### src/rtl/imem_b_arbiter.sv
// Two-requester arbiter for i_mem port B: round-robin with a requester-0 lock,
// registered port drive and a two-stage read-response tag pipeline.
module imem_b_arbiter #(
    parameter int unsigned WADR_W = 14
) (
    input  logic              Clock,
    input  logic              Rst,

    input  logic              r0_valid,
    input  logic              r0_wr,
    input  logic [WADR_W-1:0] r0_addr,
    input  logic [31:0]       r0_wdata,
    input  logic [3:0]        r0_byteen,
    input  logic              r0_lock,
    output logic              r0_ready,
    output logic              r0_rsp_valid,
    output logic [31:0]       r0_rsp_data,

    input  logic              r1_valid,
    input  logic              r1_wr,
    input  logic [WADR_W-1:0] r1_addr,
    input  logic [31:0]       r1_wdata,
    input  logic [3:0]        r1_byteen,
    output logic              r1_ready,
    output logic              r1_rsp_valid,
    output logic [31:0]       r1_rsp_data,

    output logic [WADR_W-1:0] address_b,
    output logic [31:0]       data_b,
    output logic              wren_b,
    output logic [3:0]        byteena_b,
    input  logic [31:0]       q_b
);

    typedef enum logic {
        ARB   = 1'b0,
        LOCK0 = 1'b1
    } state_t;

    state_t            state;
    logic              last_grant;   // 1: requester 1 was granted last
    logic              grant0;
    logic              grant1;
    logic              accept;
    logic              sel_wr;
    logic [WADR_W-1:0] sel_addr;
    logic [31:0]       sel_wdata;
    logic [3:0]        sel_byteen;
    logic              rd_v1;
    logic              rd_id1;
    logic              rd_v2;
    logic              rd_id2;

    // Same-cycle grant decision; nothing is granted while reset is held.
    always_comb begin
        grant0 = 1'b0;
        grant1 = 1'b0;
        if (!Rst) begin
            if (state == LOCK0) begin
                grant0 = r0_valid;
            end else if (r0_valid && r1_valid) begin
                grant0 = last_grant;
                grant1 = !last_grant;
            end else begin
                grant0 = r0_valid;
                grant1 = r1_valid;
            end
        end
    end

    always_comb begin
        accept     = grant0 | grant1;
        sel_wr     = grant1 ? r1_wr     : r0_wr;
        sel_addr   = grant1 ? r1_addr   : r0_addr;
        sel_wdata  = grant1 ? r1_wdata  : r0_wdata;
        sel_byteen = grant1 ? r1_byteen : r0_byteen;
    end

    assign r0_ready = grant0;
    assign r1_ready = grant1;

    always_ff @(posedge Clock) begin
        if (Rst) begin
            state      <= ARB;
            last_grant <= 1'b1;
            address_b  <= '0;
            data_b     <= '0;
            wren_b     <= 1'b0;
            byteena_b  <= '0;
            rd_v1      <= 1'b0;
            rd_id1     <= 1'b0;
            rd_v2      <= 1'b0;
            rd_id2     <= 1'b0;
        end else begin
            if (state == ARB) begin
                if (grant0 && r0_lock) begin
                    state <= LOCK0;
                end
            end else if (!r0_lock) begin
                state <= ARB;
            end

            // Port outputs hold their last request; only the write strobe drops.
            if (accept) begin
                last_grant <= grant1;
                address_b  <= sel_addr;
                data_b     <= sel_wdata;
                byteena_b  <= sel_byteen;
            end
            wren_b <= accept & sel_wr;

            rd_v1  <= accept & !sel_wr;
            rd_id1 <= grant1;
            rd_v2  <= rd_v1;
            rd_id2 <= rd_id1;
        end
    end

    // q_b is valid in the cycle the second pipeline stage is occupied.
    assign r0_rsp_valid = rd_v2 && !rd_id2;
    assign r1_rsp_valid = rd_v2 &&  rd_id2;
    assign r0_rsp_data  = r0_rsp_valid ? q_b : 32'h0;
    assign r1_rsp_data  = r1_rsp_valid ? q_b : 32'h0;

endmodule

### config.mk
export PLATFORM = sky130hd
export DESIGN_NAME = imem_b_arbiter
export DESIGN_NICKNAME = d
export VERILOG_FILES = /design/src/rtl/imem_b_arbiter.sv
export SDC_FILE = /design/constraint.sdc
export NUM_CORES = 1
export LEC_CHECK = 0
export ABC_AREA = 1
export BUFFER_PORTS_ARGS = -buffer_cell sky130_fd_sc_hd__buf_2
export CORE_MARGIN = 5
export CORE_UTILIZATION = 42
export DETAILED_ROUTE_END_ITERATION = 6
export HOLD_SLACK_MARGIN = 0.12
export PLACE_DENSITY = 0.84
export SETUP_SLACK_MARGIN = 0.15
export SLEW_MARGIN = 20
export SYNTH_ARGS = -nofsm -noshare
export SYNTH_HDL_FRONTEND = slang
export SYNTH_SLANG_ARGS = --single-unit
export TNS_END_PERCENT = 100
### constraint.sdc
create_clock -name Clock -period 1.7 [get_ports Clock]
set_clock_uncertainty 0.2 [all_clocks]
set_input_delay 0.34 -clock Clock [delete_from_list [all_inputs] [get_ports Clock]]
set_output_delay 0.34 -clock Clock [all_outputs]
set_load 0.01 [all_outputs]
==> Implementation_results.wiki, run 1 <==
{| class="wikitable"
! Metric !! Value
|-
| Synthesized area per cell || 5.46 sq um
|-
| Leading cell types in the layout, fill and taps excluded || 252 x sky130_fd_sc_hd__buf_2, 187 x sky130_fd_sc_hd__inv_1, 147 x sky130_fd_sc_hd__nor2_1
|-
| Sinks on the clock net || 57
|-
| Max VDD drop || between 0.4 and 0.5 mV
|-
| Die ar. || 10800 sq um
|-
| Category of the worst setup path launch point || register
|-
| Inserted Clock Buffers || 9
|-
| Total overflow reported by the global router || 0
|-
| Core Area || 8640 sq um
|-
| Vias per inst || around 4.6
|-
| Vertical die dimension || 104 um
|-
| First drt pass iteration count || 4
|-
| Worst-path clk slew || 70 ps
|-
| Longest Clk Path Bufs || 2
|-
| Lkg Pwr || 3.89 nW
|-
| Endpoint, Worst Hold || data_b[17]$_SDFFE_PP0P_
|-
| CP Data Required Time || 1160 ps
|-
| Reg-to-reg setup timing slack || 220 ps
|-
| Post-Syn Instances || about 680
|-
| Setup violation total in the final timing report || 41
|-
| Routed met3 length || 1130 um
|-
| Initial cell density of the core || between 40% and 50%
|-
| Most frequent standard cell in the layout excluding fill and tap cells || sky130_fd_sc_hd__buf_2
|-
| Boundary pin count || 258
|-
| Run status || complete, but fails checks
|-
| # port buffers || 257
|-
| Type of the worst min-delay path || input pin to register
|-
| Final cycle utilization of the critical path || 105%
|-
| Max Transition Viols Final || 0
|-
| PwrDens || just under 700 nW/um^2
|-
| Antenna Nets Post-Route || 0
|-
| Crit end category || output pin
|-
| Worst setup slack after layout || -91.2 ps
|-
| Layout-stage area growth over the synthesis result || 56.6%
|-
| Delay of the slowest cell on the worst path || 330 ps
|-
| Wire length of the first global-routing pass || between 20000 and 25000 um
|-
| Startpoint of the worst register-to-register path || state$_SDFF_PP0_
|-
| Width of the chip || between 100 and 150 um
|-
| Hpwl dp || 10200 um
|-
| Failing checks || setup timing
|-
| Number of distinct library cells after synthesis || 17
|-
| Number of vias in the routed layout || 4902
|-
| Share of cells above drive strength 1 || 35.9%
|-
| Clk root buf || sky130_fd_sc_hd__clkbuf_8
|-
| Syn Nets || between 800 and 900
|-
| WP data arrival || 1250 ps
|-
| Critical Path Slowest Stage Cell || sky130_fd_sc_hd__dfxtp_2
|-
| RSZ-0062 raised after global routing || yes
|-
| Relative max-transition margin || 81.9%
|-
| Cell Area, Synth || 3690 sq um
|-
| Max-cap violations || 0
|-
| Post-layout total power || 0.00391 W
|-
| WL final || between 10000 and 15000 um
|-
| GRT Overall Usage || 23.9%
|-
| Register bit count reported by yosys || 57
|-
| Fmax || 558 MHz
|-
| Peak fanout along the critical path || 16
|-
| H-tree depth || 3
|-
| Via count of the first global-routing pass || 4722
|-
| Hold path cells || 5
|-
| Highest routed metal layer || met4
|-
| Average wire per cell in the routed design || 12.7 um
|-
| Gpl congestion || 0.874
|-
| ANT cells || 0
|-
| Met2 wire length || around 7100 um
|-
| Final critical-path required period || 1790 ps
|-
| Hold Path Origin || r0_wdata[17]
|-
| Setup TNS || -2270 ps
|-
| End of the worst register-to-register path || data_b[2]$_SDFFE_PP0P_
|-
| Sequential area share after synthesis || 30.9%
|-
| Family with the most delay on the worst path || buffers and inverters
|-
| Net count reported at finish || 1090
|-
| Worst reg-to-reg path cell count || 8
|-
| Clock Latency Late Sink || ~330 ps
|-
| DRC errors left || 0
|-
| Worst path buffer plus inverter count || 4
|-
| Type of the worst setup path || register to output pin
|-
| Largest net degree at the start of global routing || 58
|-
| Sum of routed wire segments on met1 || ~5000 um
|-
| Starting DRC count in detailed routing || 175
|-
| Final Hold Vio Count || 0
|-
| Worst-Margin Slew || ~270 ps
|-
| FP Rows || 34
|-
| Initial antenna violation count || 0
|-
| Total number of yosys warnings || 0
|-
| Cells traversed along the worst timing path || inv_2 -> nor2_4 -> inv_4 -> buf_16 -> nor2_2 -> buf_2
|-
| TritonCTS clock tree || yes
|}
## worst reg2reg max path, delay by kind of cell (launching register included)
family / cells / cell delay (ps)
buf+inv: 3 / 400
flops: 1 / 360
simple gates: 5 / 440
## report_power, final
part	switching (W)	internal (W)
Combinational	0.000616	0.000492
Clock	0.000573	0.000719
Sequential	0.0000580	0.00145
## worst max-delay path by stage
stage	start	to	slack (ps)	cells past startpoint
after CTS	rd_v2$_SDFF_PP0_	r0_rsp_data[4]	-110	6
final	rd_v2$_SDFF_PP0_	r0_rsp_data[23]	-90	6
after global routing	rd_v2$_SDFF_PP0_	r0_rsp_data[5]	-170	6
after floorplan	rd_v2$_SDFF_PP0_	r0_rsp_data[10]	120	5
after global placement	Rst	r0_ready	90	5
after detailed placement	r0_valid	data_b[13]$_SDFFE_PP0P_	80	7
## state kept, by name (all words and copies together) (netlist names)
register,cells
address_b,14
byteena_b,4
data_b,32
last_grant,1
rd_id1,1
rd_id2,1
rd_v1,1
rd_v2,1
state,1
wren_b,1
## through the flow
| stage | worst slack, ps | area (sq um) | instances | hold slack (ps) | util [%] |
|---|---|---|---|---|---|
| 2_1_floorplan | 123 | 3690 | 676 | 188 | - |
| 3_3_place_gp | 92.0 | 5170 | 1023 | 199 | 59.9 |
| 3_5_place_dp | 79.7 | 5170 | 1023 | 194 | 59.9 |
| 4_1_cts | -112 | 5690 | 1062 | 122 | 65.9 |
| 5_1_grt | -171 | 5780 | 1064 | 150 | 66.9 |
| 6_report | -91.2 | 5780 | 1064 | 144 | 66.9 |
## logic make-up after synthesis
family / count (synthesis) / share of synthesized area [%]
simple gates: 382 / 43.9
compound gates: 3 / 0.475
buf+inv: 234 / 24.7
flops: 57 / 30.9
## cell type report
type | instances | area [sq um]
Fill cell | 809 | 2860
Multi-Input combinational cell | 385 | 1740
Timing Repair Buffer | 304 | 1820
Inverter | 194 | 731
Clock inverter | 6 | 67.6
Sequential cell | 57 | 1150
Tap cell | 108 | 135
Clock buffer | 10 | 138
## routing by layer
| layer | up-vias | GRT usage, % |
|---|---|---|
| met5 | - | 0 |
| met4 | 0 | 10.2 |
| met3 | 36 | 6.47 |
| met2 | 234 | 43.7 |
| li1 | 2496 | - |
| met1 | 2136 | 25.5 |
## cells in the mapped netlist
cell type / n / area (sq um)
sky130_fd_sc_hd__a21oi_1: 1 / 5.00
sky130_fd_sc_hd__buf_1: 4 / 15.0
sky130_fd_sc_hd__buf_2: 27 / 135
sky130_fd_sc_hd__clkbuf_1: 9 / 33.8
sky130_fd_sc_hd__dfxtp_1: 57 / 1140
sky130_fd_sc_hd__inv_1: 192 / 721
sky130_fd_sc_hd__inv_2: 2 / 7.51
sky130_fd_sc_hd__nand2_1: 105 / 394
sky130_fd_sc_hd__nand2_2: 2 / 12.5
sky130_fd_sc_hd__nand3_1: 72 / 360
sky130_fd_sc_hd__nand3_2: 1 / 10.0
sky130_fd_sc_hd__nand3b_1: 1 / 7.51
sky130_fd_sc_hd__nand4_1: 31 / 194
sky130_fd_sc_hd__nor2_1: 169 / 634
sky130_fd_sc_hd__nor2_2: 1 / 6.26
sky130_fd_sc_hd__o211ai_1: 1 / 7.51
sky130_fd_sc_hd__o21ai_1: 1 / 5.00
## timing repair
item / in CTS / in global routing
hold buffers: 16 / 0
pin swaps: 3 / 3
hold endpoints to repair: 17 / 0
setup buffers: 6 / 2
gates resized for setup: 24 / 24
cloned: 1 / 0
setup endpoints to repair: 76 / 68
No activity file was read; power rests on OpenSTA's default activity.
==> run 2, diff against run 1 <==
--- a/config.mk
+++ b/config.mk
@@ -7,11 +7,11 @@
 export LEC_CHECK = 0
 export ABC_AREA = 1
 export BUFFER_PORTS_ARGS = -buffer_cell sky130_fd_sc_hd__buf_2
-export CORE_MARGIN = 5
-export CORE_UTILIZATION = 42
+export CORE_AREA = 2 2 100 102
 export DETAILED_ROUTE_END_ITERATION = 6
+export DIE_AREA = 0 0 102 104
 export HOLD_SLACK_MARGIN = 0.12
-export PLACE_DENSITY = 0.84
+export PLACE_DENSITY = 0.78
 export SETUP_SLACK_MARGIN = 0.15
 export SLEW_MARGIN = 20
 export SYNTH_ARGS = -nofsm -noshare
==> Implementation_results.wiki, run 2 (same netlist as run 1, synthesis figures left out) <==
{| class="wikitable"
! Metric !! Value
|-
| Max-cap violations || 0 (unchanged)
|-
| Largest registers || data_b x32, address_b x14, byteena_b x4 (unchanged)
|-
| Type of the worst setup path || register to output pin (unchanged)
|-
| Average wire per cell in the routed design || 11.6 um (was 12.7 um)
|-
| Flip-flop count of the largest register, all copies and words added || 32 (unchanged)
|-
| Clk root buf || sky130_fd_sc_hd__clkbuf_8 (unchanged)
|-
| Antenna Nets Post-Route || 0 (unchanged)
|-
| Leading cell types in the layout, fill and taps excluded || 254 x sky130_fd_sc_hd__buf_2, 185 x sky130_fd_sc_hd__inv_1, 145 x sky130_fd_sc_hd__nor2_1 (was 252 x sky130_fd_sc_hd__buf_2, 187 x sky130_fd_sc_hd__inv_1, 147 x sky130_fd_sc_hd__nor2_1)
|-
| Register containing the most flip-flops in the final layout || data_b (unchanged)
|-
| WL final || 12600 um (was 13500 um)
|-
| Failing checks || setup timing (unchanged)
|-
| Total overflow reported by the global router || 0 (unchanged)
|-
| Cells traversed along the worst timing path || inv_2 -> nor2_4 -> inv_4 -> buf_6 -> nor2_1 -> buf_2 (was inv_2 -> nor2_4 -> inv_4 -> buf_16 -> nor2_2 -> buf_2)
|-
| Final cycle utilization of the critical path || 104% (was 105%)
|-
| Sinks on the clock net || 57 (unchanged)
|-
| Clock Latency Late Sink || 310 ps (was 330 ps)
|-
| Peak fanout along the critical path || 9 (was 16)
|-
| PwrDens || 633 nW/um^2 (was 676 nW/um^2)
|-
| Run status || complete, but fails checks (unchanged)
|-
| Number of vias in the routed layout || 4792 (was 4902)
|-
| Fmax || 566 MHz (was 558 MHz)
|-
| Net count reported at finish || 1092 (was 1090)
|-
| Reg-to-reg setup timing slack || 210 ps (was 220 ps)
|-
| Boundary pin count || 258 (unchanged)
|-
| Summed area of non-filler cells in the final layout || 5790 sq um (was 5780 sq um)
|-
| Initial cell density of the core || 38.6% (was 42.7%)
|-
| Die ar. || 10600 sq um (was 10800 sq um)
|-
| Core utilization of the finished layout || 60.6% (was 66.9%)
|-
| Hpwl dp || 9020 um (was 10200 um)
|-
| Via count of the first global-routing pass || 4285 (was 4722)
|-
| RSZ-0062 raised after global routing || yes (unchanged)
|-
| GRT Overall Usage || 22.1% (was 23.9%)
|-
| Max VDD drop || 0.539 mV (was 0.431 mV)
|-
| Core Area || 9550 sq um (was 8640 sq um)
|-
| Final critical-path required period || 1770 ps (was 1790 ps)
|-
| ANT cells || 0 (unchanged)
|-
| H-tree depth || 3 (unchanged)
|-
| WP data arrival || 1230 ps (was 1250 ps)
|-
| Layout-stage area growth over the synthesis result || 56.8% (was 56.6%)
|-
| Family with the most delay on the worst path || buffers and inverters (unchanged)
|-
| Critical Path Slowest Stage Cell || sky130_fd_sc_hd__dfxtp_2 (unchanged)
|-
| Starting DRC count in detailed routing || 161 (was 175)
|-
| Type of the worst min-delay path || input pin to register (unchanged)
|-
| FP Rows || 36 (was 34)
|-
| Worst setup slack after layout || -66.9 ps (was -91.2 ps)
|-
| CP Data Required Time || 1160 ps (about the same)
|-
| Share of cells above drive strength 1 || 36.2% (was 35.9%)
|-
| Setup violation total in the final timing report || 53 (was 41)
|-
| Delay of the slowest cell on the worst path || 340 ps (was 330 ps)
|-
| Worst-Margin Slew || 304 ps (was 271 ps)
|-
| DRC errors left || 0 (unchanged)
|-
| Wire length of the first global-routing pass || 19000 um (was 21700 um)
|-
| First drt pass iteration count || 4 (unchanged)
|-
| Vertical die dimension || 104 um (about the same)
|-
| Setup TNS || -1710 ps (was -2270 ps)
|-
| Worst Setup Slack post-DPL || 173 ps (was 79.7 ps)
|-
| Initial antenna violation count || 0 (unchanged)
|-
| Most frequent standard cell in the layout excluding fill and tap cells || sky130_fd_sc_hd__buf_2 (unchanged)
|-
| Gpl congestion || 0.804 (was 0.874)
|-
| Category of the worst setup path launch point || register (unchanged)
|-
| Final Hold Vio Count || 0 (unchanged)
|-
| Placement Cell Area || 5210 sq um (was 5170 sq um)
|-
| Crit end category || output pin (unchanged)
|-
| # port buffers || 257 (unchanged)
|-
| Final hold slack || 140 ps (was 144 ps)
|-
| Lkg Pwr || 3.89 nW (about the same)
|-
| Width of the chip || 102 um (was 104 um)
|-
| Relative max-transition margin || 79.8% (was 81.9%)
|-
| Max Transition Viols Final || 0 (unchanged)
|-
| TritonCTS clock tree || yes (unchanged)
|-
| Worst path buffer plus inverter count || 4 (unchanged)
|-
| Largest net degree at the start of global routing || 55 (was 58)
|-
| Layout filler cell count || 973 (was 809)
|-
| Vias per inst || 4.39 (was 4.61)
|-
| Longest Clk Path Bufs || 2 (unchanged)
|-
| Worst-path clk slew || 60 ps (was 70 ps)
|-
| Inserted Clock Buffers || 9 (unchanged)
|}
-- run 2: cell count changes in the layout (fill, tap and decap cells not counted), moves of 2 or more --
cell / delta
sky130_fd_sc_hd__nor2_1: -2
sky130_fd_sc_hd__buf_4: -2
sky130_fd_sc_hd__nand3_2: +2
sky130_fd_sc_hd__clkbuf_1: +3
sky130_fd_sc_hd__clkinvlp_4: -2
sky130_fd_sc_hd__buf_2: +2
sky130_fd_sc_hd__inv_2: +2
sky130_fd_sc_hd__inv_1: -2
sky130_fd_sc_hd__nor2_2: +2
sky130_fd_sc_hd__nand2_4: +2
sky130_fd_sc_hd__nand3_4: -2
sky130_fd_sc_hd__clkinv_2: +3
sky130_fd_sc_hd__clkinv_4: -2
-- run 2: timing repair --
item | 4_1_cts | 5_1_grt
pin swaps | 5 | 6
setup endpoints to repair | 67 | 68
hold endpoints to repair | 17 | 0
buffers inserted | 7 | 2
resized for setup | 24 | 32
hold buffers | 16 | 0
cloned | 2 | 1
-- run 2: path summary, 6_finish.rpt --
check,start,endpoint,depth (start not counted)
worst max-delay path,rd_v2$_SDFF_PP0_,r0_rsp_data[6],6
worst min-delay path,r0_addr[5],address_b[5]$_SDFFE_PP0P_,5
worst max register to register,state$_SDFF_PP0_,address_b[10]$_SDFFE_PP0P_,9
worst min register to register,rd_v1$_SDFF_PP0_,rd_v2$_SDFF_PP0_,2
-- run 2: per-stage QoR --
step	total power (W)	instances
2_1_floorplan	0.00210	676
3_3_place_gp	0.00254	1047
3_5_place_dp	0.00255	1047
4_1_cts	0.00368	1088
5_1_grt	0.00390	1091
6_report	0.00366	1091
-- run 2: area by class of cell --
class	instances	area (sq um)	share of cell area [%]
well taps	133	166	2.88
clock inverters	4	20.0	0.346
repair buffers	306	1840	31.9
inverters	194	731	12.6
clock buffers	12	135	2.34
flip-flops and latches	57	1150	19.8
multi-input cells	385	1740	30.1
-- run 2: power breakdown --
part           switching, W  internal, W
Combinational      0.000607     0.000500
Clock              0.000525     0.000520
Sequential        0.0000587      0.00145
Total               0.00119      0.00247
-- run 2: routing by layer --
metal / global-route usage (%) / share of wire [%] / routed length, um / vias to the layer above
met4: 6.86 / 2.6 / 329 / 0
li1: - / - / - / 2500
met3: 5.58 / 7.5 / 943 / 30
met1: 24.6 / 41 / 5110 / 2064
met2: 40.3 / 49 / 6220 / 198
met5: 0 / 0 / 0 / -
-- run 2: worst register-to-register path, cell delays in order (launching register included) --
cell                      delay (ps)
sky130_fd_sc_hd__dfxtp_2         350
sky130_fd_sc_hd__inv_2            50
sky130_fd_sc_hd__nand3_2          80
sky130_fd_sc_hd__nand3_2         100
sky130_fd_sc_hd__buf_6           140
sky130_fd_sc_hd__buf_6           110
sky130_fd_sc_hd__nand2_4          80
sky130_fd_sc_hd__buf_12          170
sky130_fd_sc_hd__nor2_2           50
sky130_fd_sc_hd__nor2_1          100
